==> config.mk <==
export PLATFORM = sky130hd
export DESIGN_NAME = mem_byte_reader_flat
export DESIGN_NICKNAME = d
export VERILOG_FILES = /design/src/rtl/mem_byte_reader_if.sv /design/src/rtl/mem_byte_reader.sv /design/src/flat_wrapper.sv
export SDC_FILE = /design/constraint.sdc
export NUM_CORES = 1
export LEC_CHECK = 0
export BUFFER_PORTS_ARGS = -buffer_cell sky130_fd_sc_hd__buf_2
export CAP_MARGIN = 10
export CORE_MARGIN = 3
export CORE_UTILIZATION = 35
export CTS_BUF_LIST = sky130_fd_sc_hd__clkbuf_8
export DETAILED_ROUTE_END_ITERATION = 12
export PLACE_DENSITY = 0.69
export SYNTH_ARGS = -nofsm -noshare
export SYNTH_HDL_FRONTEND = slang
export SYNTH_SLANG_ARGS = --single-unit
==> constraint.sdc <==
create_clock -name clk -period 2 [get_ports clk]
set_input_delay 0.4 -clock clk [delete_from_list [all_inputs] [get_ports clk]]
set_output_delay 0.4 -clock clk [all_outputs]
set_load 0.03 [all_outputs]
==> src/rtl/mem_byte_reader_if.sv <==
// Word-memory read bus between the byte reader (master) and a 16-bit memory (slave).
interface mem_byte_reader_if;
    logic        mem_req;
    logic [14:0] mem_addr;
    logic        mem_ack;
    logic [15:0] mem_rdata;

    modport master (output mem_req, output mem_addr, input mem_ack, input mem_rdata);
    modport slave  (input mem_req, input mem_addr, output mem_ack, output mem_rdata);
endinterface

==> src/rtl/mem_byte_reader.sv <==
// Reads one byte from a 16-bit word memory: request, wait for ack (with timeout),
// pick the little-endian lane, then pulse done or err for one cycle.
module mem_byte_reader #(
    parameter int TIMEOUT = 15
) (
    input  logic                clk,
    input  logic                rst_n,
    input  logic                start,
    input  logic [15:0]         addr,
    mem_byte_reader_if.master   mem,
    output logic [7:0]          databyte,
    output logic                busy,
    output logic                done,
    output logic                err
);
    localparam int CW = $clog2(TIMEOUT + 1);

    typedef enum logic [1:0] {IDLE, REQ, WAIT, FIN} state_t;

    state_t          state_q, state_d;
    logic [14:0]     word_q, word_d;
    logic            lane_q, lane_d;
    logic [CW-1:0]   cnt_q, cnt_d;
    logic [7:0]      byte_q, byte_d;
    logic            req_q, req_d;
    logic            busy_q, busy_d;
    logic            done_q, done_d;
    logic            err_q, err_d;

    always_comb begin
        state_d = state_q;
        word_d  = word_q;
        lane_d  = lane_q;
        cnt_d   = cnt_q;
        byte_d  = byte_q;
        req_d   = req_q;
        busy_d  = busy_q;
        done_d  = 1'b0;
        err_d   = 1'b0;
        case (state_q)
            IDLE: begin
                if (start) begin
                    word_d  = addr[15:1];
                    lane_d  = addr[0];
                    state_d = REQ;
                    req_d   = 1'b1;
                    busy_d  = 1'b1;
                end
            end
            REQ: begin
                state_d = WAIT;
                cnt_d   = '0;
            end
            WAIT: begin
                // Ack wins over the timeout in the cycle the counter would reach TIMEOUT.
                if (mem.mem_ack) begin
                    byte_d  = lane_q ? mem.mem_rdata[15:8] : mem.mem_rdata[7:0];
                    state_d = FIN;
                    req_d   = 1'b0;
                    done_d  = 1'b1;
                end else if (cnt_q == CW'(TIMEOUT - 1)) begin
                    cnt_d   = cnt_q + CW'(1);
                    state_d = FIN;
                    req_d   = 1'b0;
                    err_d   = 1'b1;
                end else begin
                    cnt_d   = cnt_q + CW'(1);
                end
            end
            FIN: begin
                state_d = IDLE;
                busy_d  = 1'b0;
            end
            default: begin
                state_d = IDLE;
                req_d   = 1'b0;
                busy_d  = 1'b0;
            end
        endcase
    end

    always_ff @(posedge clk or negedge rst_n) begin
        if (!rst_n) begin
            state_q <= IDLE;
            word_q  <= '0;
            lane_q  <= 1'b0;
            cnt_q   <= '0;
            byte_q  <= 8'h00;
            req_q   <= 1'b0;
            busy_q  <= 1'b0;
            done_q  <= 1'b0;
            err_q   <= 1'b0;
        end else begin
            state_q <= state_d;
            word_q  <= word_d;
            lane_q  <= lane_d;
            cnt_q   <= cnt_d;
            byte_q  <= byte_d;
            req_q   <= req_d;
            busy_q  <= busy_d;
            done_q  <= done_d;
            err_q   <= err_d;
        end
    end

    assign mem.mem_req  = req_q;
    assign mem.mem_addr = word_q;
    assign databyte     = byte_q;
    assign busy         = busy_q;
    assign done         = done_q;
    assign err          = err_q;
endmodule

==> src/flat_wrapper.sv <==
// flat-port wrapper written by rule: the top's interface ports become plain ports
module mem_byte_reader_flat 
#(
    parameter int TIMEOUT = 15
)
  (clk, rst_n, start, addr, databyte, busy, done, err, mem_mem_req, mem_mem_addr, mem_mem_ack, mem_mem_rdata);
  mem_byte_reader_if mem_i ();
  input  logic clk;
  input  logic rst_n;
  input  logic start;
  input  logic [15:0] addr;
  output logic [7:0] databyte;
  output logic busy;
  output logic done;
  output logic err;
  output wire logic [$bits(mem_i.mem_req)-1:0] mem_mem_req;
  output wire logic [$bits(mem_i.mem_addr)-1:0] mem_mem_addr;
  input wire logic [$bits(mem_i.mem_ack)-1:0] mem_mem_ack;
  input wire logic [$bits(mem_i.mem_rdata)-1:0] mem_mem_rdata;
  assign mem_mem_req = mem_i.mem_req;
  assign mem_mem_addr = mem_i.mem_addr;
  assign mem_i.mem_ack = mem_mem_ack;
  assign mem_i.mem_rdata = mem_mem_rdata;
  mem_byte_reader #(.TIMEOUT(TIMEOUT)) u_core (.clk(clk), .rst_n(rst_n), .start(start), .addr(addr), .mem(mem_i), .databyte(databyte), .busy(busy), .done(done), .err(err));
endmodule
==> flow_summary.json <==
{
  "worstSetupStartpointType": "flop",
  "post-route-min-period_ps": 1690,
  "cp_max_fo": 11,
  "synthMuxAreaShare": 0.197,
  "clkTransAtPathRegs_ps": 70,
  "synth.avg_cell_area_um2": 13.0,
  "grt_start_max_net_pins": 35,
  "dp_slack_ps": 325,
  "finalPower_mw": 3.44,
  "max_freq_mhz": 593,
  "fp.dieH_um": 73.0,
  "post_cts_buffers": 0,
  "antenna_found_initial": 0,
  "cts.sinks": 34,
  "final_cell_mix": "buf_2 (62), dfrtp_1 (34), a21oi_1 (12)",
  "drt_iter0_drc": 41,
  "dieWidth_um": 73.0,
  "critPathKind": "reg2reg",
  "yosys.area_share.adder": 0.0558,
  "ys_seq_elements": 34,
  "synthSimpleGateAreaFrac": 0.0750,
  "hold_viol_final": 0,
  "cp_cell_sequence": "inv_1, ha_1, and2b_1, a21oi_2, mux2_2",
  "setup_slack_ps": 314,
  "vdd_drop_max_mv": 0.655,
  "skew_ps": 4.55,
  "synthCells": 121,
  "grt_setup_unrepaired": "no",
  "critical_path_arrival_ps": 1860,
  "syn_nets": 164,
  "ys_warn_count": 0,
  "area_growth_pct": 27.4,
  "slowest_stage": "dfrtp_1",
  "cp-end-kind": "flop",
  "finalCritPeriodShare": 0.843,
  "crit_buf_inv": 1,
  "place_congestion": 0.706,
  "die-area_um2": 5320,
  "critical_path.max_stage_delay_ps": 390,
  "io_buffers": 62,
  "synth_top_family_by_area": "multiplexers",
  "ant_nets": 0,
  "setup_violations": 0,
  "synth_xor_xnor_area_share": 0.00558,
  "cts_buffers": 5,
  "synth_compound_area_frac": 0.0829,
  "drt_wl_total_mm": 3.04,
  "placed_area_um2": 1900,
  "ys_types": 28,
  "wl_per_cell_um": 12.8,
  "p_leak_nw": 1.04,
  "fin_cells": 237,
  "clk_latency_ps": 280,
  "fin_tns_setup_ps": 0,
  "final_util": 0.479,
  "status": "finished, final reports clean",
  "cts_resized": 0,
  "grt_use_total": 0.121,
  "routed_via_density": 4.76,
  "drive_gt1_frac": 0.481,
  "layout_commonest_cell": "buf_2",
  "first_pass_iters": 4,
  "core-area_um2": 4170,
  "layout.nets": 229,
  "final-max-slew-violation-count": 0,
  "dp_cells": 229,
  "fp-row-count": 23,
  "vias": 1129,
  "ios": 63,
  "drc": 0,
  "fin_area_um2": 2000,
  "cts_hold_repair.buffers": 0,
  "initial_utilization": 0.376,
  "gr-total-overflow": 0,
  "grt_pass1_wl_mm": 4.90,
  "diodes": 0,
  "cts_tree": "built",
  "cts_max_level": 2,
  "cap_violations": 0,
  "dpl.hpwl_mm": 2.34,
  "hp-class": "in2async",
  "relSlewSlack": 0.514,
  "grt_pass1_vias": 1115,
  "hold_slack_ps": 171,
  "synthesis.area_um2": 1570,
  "clockRootBuffer": "clkbuf_8",
  "tightestPinTransition_ps": 729,
  "p_per_area_nw_per_um2": 1720,
  "seq_area_frac_synth": 0.542,
  "cts_buffer_depth": 2,
  "worst_ep_required_time_ps": 2170,
  "crit_family": "flip-flops"
}
-- registers in the layout, indices dropped and copies added, names as in the netlist --
signal / flops
u_core.mem.mem_addr: 15
u_core.mem.mem_req: 1
u_core.done: 1
u_core.state_q: 2
u_core.lane_q: 1
u_core.err: 1
u_core.cnt_q: 4
u_core.databyte: 8
u_core.busy: 1
-- cells by family (layout without fill, tap and decap cells) --
logic type / Yosys count / after routing
adder cells (fa/ha/maj): 7 / 7
AO/OA/AOI/OAI: 22 / 22
XOR/XNOR: 1 / 1
flip-flops: 34 / 34
multiplexers: 25 / 25
AND/OR/NAND/NOR: 22 / 22
buffers and inverters: 10 / 76
-- layout make-up --
class                      instances  area [um2]
multi-input combinational         77         653
clock buffer                       6        82.6
inverter                           5        18.8
sequential                        34         851
clock inverter                     2        12.5
fill                             402        2170
tap                               50        62.6
timing repair buffer              63         318
-- cells in the mapped netlist, drive strengths merged --
| master | count | area share |
|---|---|---|
| and2b | 2 | 0.0096 |
| clkbuf | 1 | 0.0032 |
| nand2 | 3 | 0.012 |
| mux2i | 8 | 0.051 |
| a22o | 1 | 0.0056 |
| ha | 7 | 0.056 |
| o2bb2ai | 1 | 0.0056 |
| nor3b | 1 | 0.0048 |
| nand4b | 1 | 0.0056 |
| o22a | 1 | 0.0056 |
| and2 | 1 | 0.0040 |
| nor2 | 10 | 0.024 |
| inv | 5 | 0.012 |
| mux2 | 17 | 0.15 |
| dfrtp | 34 | 0.54 |
| o21ai | 3 | 0.0096 |
| nand2b | 2 | 0.0080 |
| a21oi | 13 | 0.044 |
| nor2b | 1 | 0.0040 |
| buf | 4 | 0.026 |
| nand3 | 1 | 0.0032 |
| a21o | 1 | 0.0048 |
| xnor2 | 1 | 0.0056 |
| o22ai | 2 | 0.0080 |
-- worst register-to-register path, stage by stage, from the launching register on --
cell	delay (ps)
dfrtp_1	390
inv_1	100
ha_1	330
and2b_1	240
a21oi_2	170
mux2_2	350
-- path summary, 6_finish.rpt --
| path | start | to | slack [ps] | cells after the start |
|---|---|---|---|---|
| worst min register to register | u_core.mem.mem_addr[6] | u_core.mem.mem_addr[6] | 500 | 1 |
| worst max-delay path | u_core.state_q[0] | u_core.state_q[1] | 310 | 5 |
| max in group asynchronous | rst_n | u_core.databyte[7] | 1360 | 1 |
| min in group clk | addr[14] | u_core.mem.mem_addr[13] | 340 | 2 |
| worst min-delay path | rst_n | u_core.mem.mem_addr[2] | 170 | 1 |
| worst max register to register | u_core.state_q[0] | u_core.state_q[1] | 310 | 5 |
-- where the power goes --
part | internal (mW) | total (mW) | switching, mW
Sequential | 1.00 | 1.22 | 0.219
Clock | 0.276 | 0.519 | 0.242
Combinational | 0.683 | 1.69 | 1.01
-- layer usage --
layer | track usage | wire length (um) | part of all wire
met1 | 0.149 | 1270 | 0.42
met2 | 0.186 | 1360 | 0.45
met3 | 0.0592 | 387 | 0.13
met4 | 0.0369 | 17 | 0.0056
met5 | 0 | 0 | 0
Power figures use the tool's default switching activity.
